### src/rtl/pht_update_queue.sv
// Write side of the gshare PHT: computes index and next counter value for each resolved
// conditional branch, queues the pairs and drains them into the PHT write port when free.
module pht_update_queue #(
  parameter int unsigned PC_WIDTH            = 32,
  parameter int unsigned INSN_ADDR_BIT_WIDTH = 2,
  parameter int unsigned GHR_WIDTH           = 10,
  parameter int unsigned PHT_ENTRY_NUM       = 2048,
  parameter int unsigned QUEUE_SIZE          = 32,
  localparam int unsigned IDX_W              = $clog2(PHT_ENTRY_NUM),
  localparam int unsigned PTR_W              = $clog2(QUEUE_SIZE)
) (
  input  logic                 clk,
  input  logic                 rst,
  input  logic                 brValid,
  input  logic [PC_WIDTH-1:0]  brAddr,
  input  logic                 brExecTaken,
  input  logic                 brIsCondBr,
  input  logic [GHR_WIDTH-1:0] brGlobalHistory,
  input  logic [1:0]           brPhtPrevValue,
  input  logic                 phtWriteStall,
  output logic                 phtWE,
  output logic [IDX_W-1:0]     phtWA,
  output logic [1:0]           phtWV,
  output logic                 full,
  output logic                 empty,
  output logic [PTR_W:0]       count,
  output logic [15:0]          dropCount
);

  localparam int unsigned EntW = IDX_W + 2;

  logic [IDX_W-1:0] ghr_idx;
  logic [IDX_W-1:0] new_idx;
  logic [1:0]       new_val;
  logic             push_req;
  logic             push_ok;
  logic             drop;
  logic             pop;

  logic [PTR_W-1:0] head_q, head_d;
  logic [PTR_W-1:0] tail_q, tail_d;
  logic [PTR_W:0]   count_q, count_d;
  logic [15:0]      drop_q, drop_d;
  logic [EntW-1:0]  mem [QUEUE_SIZE];
  logic [EntW-1:0]  head_ent;

  // History is zero-extended or truncated (LSBs kept) to the index width.
  if (GHR_WIDTH >= IDX_W) begin : g_ghr_trunc
    assign ghr_idx = brGlobalHistory[IDX_W-1:0];
  end else begin : g_ghr_ext
    assign ghr_idx = {{(IDX_W - GHR_WIDTH){1'b0}}, brGlobalHistory};
  end

  logic unused_inputs;
  assign unused_inputs = ^{brAddr, brGlobalHistory};

  assign new_idx = brAddr[INSN_ADDR_BIT_WIDTH +: IDX_W] ^ ghr_idx;

  always_comb begin
    new_val = brPhtPrevValue;
    if (brExecTaken && brPhtPrevValue != 2'd3) begin
      new_val = brPhtPrevValue + 2'd1;
    end else if (!brExecTaken && brPhtPrevValue != 2'd0) begin
      new_val = brPhtPrevValue - 2'd1;
    end
  end

  assign full  = (count_q == (PTR_W+1)'(QUEUE_SIZE));
  assign empty = (count_q == '0);
  assign count = count_q;
  assign dropCount = drop_q;

  // Gated by rst so a reset cycle never issues a write from discarded entries.
  assign pop   = !empty && !phtWriteStall && !rst;
  assign phtWE = pop;

  // Saturated results are filtered out: they would not change the PHT.
  assign push_req = brValid && brIsCondBr && (new_val != brPhtPrevValue) && !rst;
  assign push_ok  = push_req && (!full || pop);
  assign drop     = push_req && full && !pop;

  assign head_ent = mem[head_q];
  assign phtWA    = empty ? '0 : head_ent[EntW-1:2];
  assign phtWV    = empty ? '0 : head_ent[1:0];

  always_comb begin
    head_d  = head_q;
    tail_d  = tail_q;
    count_d = count_q;
    drop_d  = drop_q;
    if (pop) begin
      head_d = head_q + 1'b1;
    end
    if (push_ok) begin
      tail_d = tail_q + 1'b1;
    end
    if (push_ok && !pop) begin
      count_d = count_q + 1'b1;
    end else if (pop && !push_ok) begin
      count_d = count_q - 1'b1;
    end
    if (drop && drop_q != 16'hFFFF) begin
      drop_d = drop_q + 16'd1;
    end
  end

  always_ff @(posedge clk) begin
    if (rst) begin
      head_q  <= '0;
      tail_q  <= '0;
      count_q <= '0;
      drop_q  <= '0;
    end else begin
      head_q  <= head_d;
      tail_q  <= tail_d;
      count_q <= count_d;
      drop_q  <= drop_d;
    end
  end

  always_ff @(posedge clk) begin
    if (push_ok) begin
      mem[tail_q] <= {new_idx, new_val};
    end
  end

endmodule

### config.mk
export PLATFORM = sky130hd
export DESIGN_NAME = pht_update_queue
export DESIGN_NICKNAME = d
export VERILOG_FILES = /design/src/rtl/pht_update_queue.sv
export SDC_FILE = /design/constraint.sdc
export NUM_CORES = 1
export LEC_CHECK = 0
export ABC_CLOCK_PERIOD_IN_PS = 5050
export BUFFER_PORTS_ARGS = -buffer_cell sky130_fd_sc_hd__buf_4
export CORE_AREA = 2 2 345 176
export DETAILED_ROUTE_END_ITERATION = 7
export DIE_AREA = 0 0 347 178
export PLACE_DENSITY = 0.42
export SLEW_MARGIN = 20
export SYNTH_ARGS = -nofsm -noshare
export SYNTH_HDL_FRONTEND = slang
export SYNTH_SLANG_ARGS = --single-unit
### constraint.sdc
create_clock -name clk -period 5.05 [get_ports clk]
set_clock_uncertainty 0.05 [all_clocks]
set_input_delay 0.7575 -clock clk [delete_from_list [all_inputs] [get_ports clk]]
set_output_delay 0.7575 -clock clk [all_outputs]
set_load 0.02 [all_outputs]
==> metrics, run 1 <==
Critical Path RT=4.24 ns; Max VDD drop=0.2183 mV; vias in the first global route=9206; Seq. cell area=13240 sq um; EDFF count, synth=416; initial DRC count=835; Initial Util=30.83%; share of cells above drive strength 1=32.08%; Synth async-reset ratio=0%; Max Clk Rate=241.5 MHz; first-pass GRT wire length=69.33 mm; antenna-violating nets left=0; ys flop type=edfxtp_1; outcome=completed; Clock Latency Late Sink=0.56 ns; Setup Crit Path Kind=flop to output port; minimum clock period=4.140 ns; clk slew on worst S/H paths=0.06 ns; R2R setup slack=1.70 ns; worst hold path depth=2; FP Rows=63; crit path launch type=flop; Chip Width=347 um; Core Footprint=58730 sq um; largest net degree at the start of global routing=52; Hold Fails Final Rpt=0; Leak=6.622 nW; setup tns final=0 ns; Yosys warnings=0; Clock Tree Buf Depth=3; Worst-Margin Slew=1.017 ns; dpl hpwl=30.31 mm; Total Routing Usage GR=15.72%; Synth Register Bits=453; clock root cell=clkbuf_16; endpoints failing setup=0; Slew headroom=32.13%; Max Slew Vio Count=0; post-cts sizing count=0; Overall Power=0.009368 W; via count=9186; fill count=5386; crit path max fanout=16; Antenna diodes=0; initial antenna violation count=0; commonest non-fill, non-tap cells in the layout=edfxtp_1, mux4_2, buf_4; CTS tree=built; Die Ht=178 um; Yosys cell types=63; share of the yosys chip area belonging to registers=73.08%; port bufs=66; Nets=1100; final RePlAce weighted congestion=0.7231; Ports=88; total grt overflow=0; syn nets=979; Mapped Cells=913; unrepaired setup endpoints after global routing=no; critical path arrival=3.33 ns; multi-input logic area=4633 sq um; DRT Pass-1 Iters=5; Post CTS Setup Buffer Count=0; # hold bufs at CTS=0; fin crit share=81.98%; R2R depth=12; Hold WC Path Type=flop to flop; WL final=47.30 mm; total CTS buffers=44; die area=61770 sq um; CTS H-tree lvls=2; average instance area after synthesis=19.83 sq um; Netlist Area Pre-Place=18110 sq um; Max Cap Viol=0; CTS sink cnt=453; commonest non-fill, non-tap cell in the layout=edfxtp_1; pwr dens=441.5 nW/um^2; CP endpoint kind=output port; Area Growth Syn to Fin=17.17%; drt drc=0; Vias/cell=4.976; Avg WL per Cell=25.62 um
## critical path: stages (launching register included)
cell      delay [ns]
dfxtp_1         0.87
nor2_1          0.30
nand2_1         0.53
o221ai_1        0.33
a221oi_1        0.48
buf_4           0.24
## cell families after synthesis
kind of cell,share of synthesized area [%]
flops,73.08
simple gates,4.132
mux,15.59
buf+inv,1.914
compound gates,3.027
xor+xnor,1.112
fa+ha+maj,1.147
## state kept, by name (all words and copies together) (netlist names), named ones only
| register | flops |
|---|---|
| mem | 416 |
| dropCount | 16 |
| count | 6 |
| head_q | 5 |
| tail_q | 5 |
## synthesized netlist by cell type (2+ instances only)
master / count / area share (%)
edfxtp_1: 416 / 69
mux4_2: 117 / 15
nor2_1: 60 / 1.2
dfxtp_1: 37 / 4.1
inv_1: 30 / 0.62
nand2_1: 24 / 0.50
clkbuf_1: 19 / 0.39
xor2_1: 16 / 0.77
ha_1: 15 / 1.0
a21oi_1: 14 / 0.39
mux2i_1: 14 / 0.77
a221oi_1: 13 / 0.63
o221ai_1: 13 / 0.63
buf_2: 10 / 0.28
nand3_1: 8 / 0.22
o21ai_0: 7 / 0.19
or3_1: 7 / 0.24
xnor2_1: 7 / 0.34
buf_6: 6 / 0.37
nand4_1: 6 / 0.21
nor2b_1: 6 / 0.21
nor3_1: 6 / 0.17
buf_4: 5 / 0.21
and3_1: 4 / 0.14
o21ai_1: 4 / 0.11
nor4_1: 3 / 0.10
or3b_2: 3 / 0.15
a31o_2: 2 / 0.097
a31oi_1: 2 / 0.069
buf_1: 2 / 0.041
mux2_2: 2 / 0.12
nand3b_1: 2 / 0.083
nand4_2: 2 / 0.14
or2_2: 2 / 0.069
## per-stage QoR
stage	hold slack, ns	setup slack, ns	util, %	cells	area, sq um
finish	0.4710	0.9099	36.13	1846	21220
floorplan	0.4263	1.514	-	913	18110
global placement	0.4526	1.101	33.85	1768	19880
CTS	0.4599	0.8075	36.13	1846	21220
detailed placement	0.4608	1.054	33.85	1768	19880
global route	0.4673	0.7040	36.13	1846	21220
## final cells by class
| cell class | instances | share of cell area, % |
|---|---|---|
| inverter | 30 | 0.5308 |
| tap | 780 | 4.600 |
| timing repair buffer | 117 | 4.317 |
| sequential | 453 | 62.41 |
| clock inverter | 14 | 0.5013 |
| clock buffer | 64 | 5.803 |
| multi-input combinational | 388 | 21.84 |
## routing by layer
layer	up-vias	routed length (um)	global-route usage, %
met4	0	647	2.971
met3	52	3001	3.889
met1	4892	25590	26.22
li1	3986	-	-
met5	-	0	0
met2	256	18060	19.96
## power breakdown
group	internal, W	switching (W)	total, W	leakage, nW
registers	0.00418	0.0000998	0.00428	4.04
clock network	0.00174	0.00140	0.00315	0.658
logic	0.000827	0.00111	0.00194	1.92
## final timing paths
path,start,endpoint
worst max-delay path,flop,phtWA[9]
worst min-delay path,count[4]$_SDFFE_PP0P_,count[4]$_SDFFE_PP0P_
worst max register to register,count[2]$_SDFFE_PP0P_,count[5]$_SDFFE_PP0P_
worst min register to register,count[4]$_SDFFE_PP0P_,count[4]$_SDFFE_PP0P_
Note: power is estimated with default switching activity, not from simulation.
==> run 2: changes to the inputs <==
--- a/config.mk
+++ b/config.mk
@@ -5,11 +5,12 @@
 export SDC_FILE = /design/constraint.sdc
 export NUM_CORES = 1
 export LEC_CHECK = 0
-export ABC_CLOCK_PERIOD_IN_PS = 5050
+export ABC_AREA = 1
+export ABC_CLOCK_PERIOD_IN_PS = 4050
 export BUFFER_PORTS_ARGS = -buffer_cell sky130_fd_sc_hd__buf_4
-export CORE_AREA = 2 2 345 176
+export CORE_AREA = 2 2 354 181
 export DETAILED_ROUTE_END_ITERATION = 7
-export DIE_AREA = 0 0 347 178
+export DIE_AREA = 0 0 356 183
 export PLACE_DENSITY = 0.42
 export SLEW_MARGIN = 20
 export SYNTH_ARGS = -nofsm -noshare
==> constraint.sdc (replaced) <==
create_clock -name clk -period 4.05 [get_ports clk]
set_clock_uncertainty 0.05 [all_clocks]
set_input_delay 0.6075 -clock clk [delete_from_list [all_inputs] [get_ports clk]]
set_output_delay 0.6075 -clock clk [all_outputs]
set_load 0.02 [all_outputs]
==> run 2 against run 1 <==
Effect of this change: final cell count up 45%; clock-buffer cell count down 8; hold slack worse by 0.089 ns; critical endpoint is now phtWA[3]; cell area up 4.8%; sequential power up 22%; largest power group unchanged; synthesized area up 5.2%.
==> metrics, run 2 <==
CTS H-tree lvls=2; dpl ws=0.6617 ns; CTS tree=built; Synth Register Bits=453; drt drc=0; final RePlAce weighted congestion=0.7954; Overall Power=0.01168 W; Initial Util=30.64%; total grt overflow=0; Ports=88; post-cts sizing count=0; Avg WL per Cell=20.94 um; most frequent cells after synthesis=nand2_1, edfxtp_1, nand3_1; ys flop type=edfxtp_1; crit path launch type=flop; register with the most flip-flops=mem; CP cell instances=inv_6, buf_4, nand2_1, nand3_1, nand3_1, a21oi_1, o21ai_0, nor2_1, buf_4; fin crit share=89.94%; max reg flops=416; average instance area after synthesis=11.06 sq um; Max Clk Rate=274.5 MHz; first-pass GRT wire length=83.57 mm; Total Routing Usage GR=17.27%; # hold bufs at CTS=0; initial DRC count=1239; multi-input logic area=5306 sq um; dpl hpwl=33.76 mm; pwr dens=525.1 nW/um^2; via count=12.88k; Finished Layout Cells=2675; Max Slew Vio Count=0; Leak=7.907 nW; critical path arrival=2.99 ns; Antenna diodes=0; Synth top area share=65.61%; Synth area leaders=edfxtp_1, nand2_1, nand3_1; Area Growth Syn to Fin=16.83%; largest net degree at the start of global routing=111; Clock Latency Late Sink=0.57 ns; Layout Utilization=35.80%; Nets=1870; crit path max fanout=55; endpoints failing setup=0; largest area contributor in the netlist=edfxtp_1; slowest cell on the critical path=inv_6; CP endpoint kind=output port; Netlist Area Pre-Place=19040 sq um; syn nets=1787; minimum clock period=3.643 ns; clock root cell=clkbuf_16; most common cell in the netlist=nand2_1; unrepaired setup endpoints after global routing=no; initial antenna violation count=0; die area=65150 sq um; commonest non-fill, non-tap cell in the layout=nand2_1; Synth async-reset ratio=0%; Hold WC Path Type=input port to flop; DRT Pass-1 Iters=7; Mapped Cells=1721; Yosys cell types=36; commonest non-fill, non-tap cells in the layout=nand2_1, edfxtp_1, nand3_1; Slew headroom=23.44%; Seq. cell area=13240 sq um; CTS sink cnt=453; clk slew on worst S/H paths=0.06 ns; worst stage delay on the critical path=0.40 ns; share of cells above drive strength 1=12.35%; outcome=completed; Vias/cell=4.816; antenna-violating nets left=0; EDFF count, synth=416; WL final=56.03 mm; port bufs=66; vias in the first global route=12.43k; Setup Crit Path Kind=flop to output port; fill count=6192; Clock Tree Buf Depth=3; Post CTS Setup Buffer Count=0; Chip Width=356 um; placed cell count=2595; Max VDD drop=0.2575 mV; total CTS buffers=44; Worst-Margin Slew=1.124 ns; setup tns final=0 ns; Hold Fails Final Rpt=0; share of the yosys chip area belonging to registers=69.50%; Die Ht=183 um; worst setup margin=0.4074 ns; Yosys warnings=0; Max Cap Viol=0; Critical Path RT=3.39 ns; Core Footprint=62130 sq um; FP Rows=65
## run 2: cell types whose count changed after synthesis, moves of 15 or more
cell	delta
nand3_1	+307
a21oi_1	+45
mux4_2	-117
o21ai_0	+43
nor2_1	+53
nand2_1	+480
clkbuf_1	+15
buf_2	+31
## run 2: where the power goes
| part | leakage, nW | internal (W) | switching [W] |
|---|---|---|---|
| clock network | 0.689 | 0.00228 | 0.00185 |
| registers | 4.04 | 0.00520 | 0.0000424 |
| logic | 3.18 | 0.000674 | 0.00163 |
| total | 7.91 | 0.00815 | 0.00353 |
## run 2: cell type report
type / count / share of cell area, %
Multi-Input combinational cell: 1129 / 23.85
Clock buffer: 56 / 5.338
Clock inverter: 24 / 0.9674
Tap cell: 837 / 4.708
Sequential cell: 453 / 59.53
Inverter: 46 / 0.8212
Timing Repair Buffer: 130 / 4.781
## run 2: final timing paths
path / startpoint / end / slack [ns] / cells after the start
max: flop / phtWA[3] / 0.41 / 9
min: rst / count[5]$_SDFFE_PP0P_ / 0.38 / 2
max reg2reg: count[2]$_SDFFE_PP0P_ / count[3]$_SDFFE_PP0P_ / 0.83 / 14
min reg2reg: dropCount[7]$_SDFFE_PP0P_ / dropCount[7]$_SDFFE_PP0P_ / 0.45 / 2
## run 2: stage by stage
stage          area, sq um  hold slack [ns]
2_1_floorplan        19040           0.4254
3_3_place_gp         20840           0.4366
3_5_place_dp         20840           0.4373
4_1_cts              22240           0.3676
5_1_grt              22250           0.3881
6_report             22250           0.3821
## run 2: cells by family (layout without fill, tap and decap cells)
logic type / after synthesis / count (layout) / synth area share, %
flops: 453 / 453 / 69.50
simple gates: 966 / 966 / 21.78
compound gates: 119 / 119 / 3.213
mux: 1 / 1 / 0.05257
buf+inv: 139 / 256 / 3.121
fa+ha+maj: 16 / 16 / 1.091
xor+xnor: 27 / 27 / 1.242
## run 2: worst max-delay path: cells and delay by family, from the launching register on
kind	cells	cell delay, ns
buf+inv	3	0.92
compound gates	2	0.60
simple gates	4	0.49
flops	1	0.38
## run 2: routing by layer
metal	up-vias	part of all wire (%)	GRT usage, %
met3	55	5.4	2.766
li1	6166	-	-
met4	0	1.0	2.515
met5	-	0	0
met2	324	39	23.15
met1	6339	55	28.89
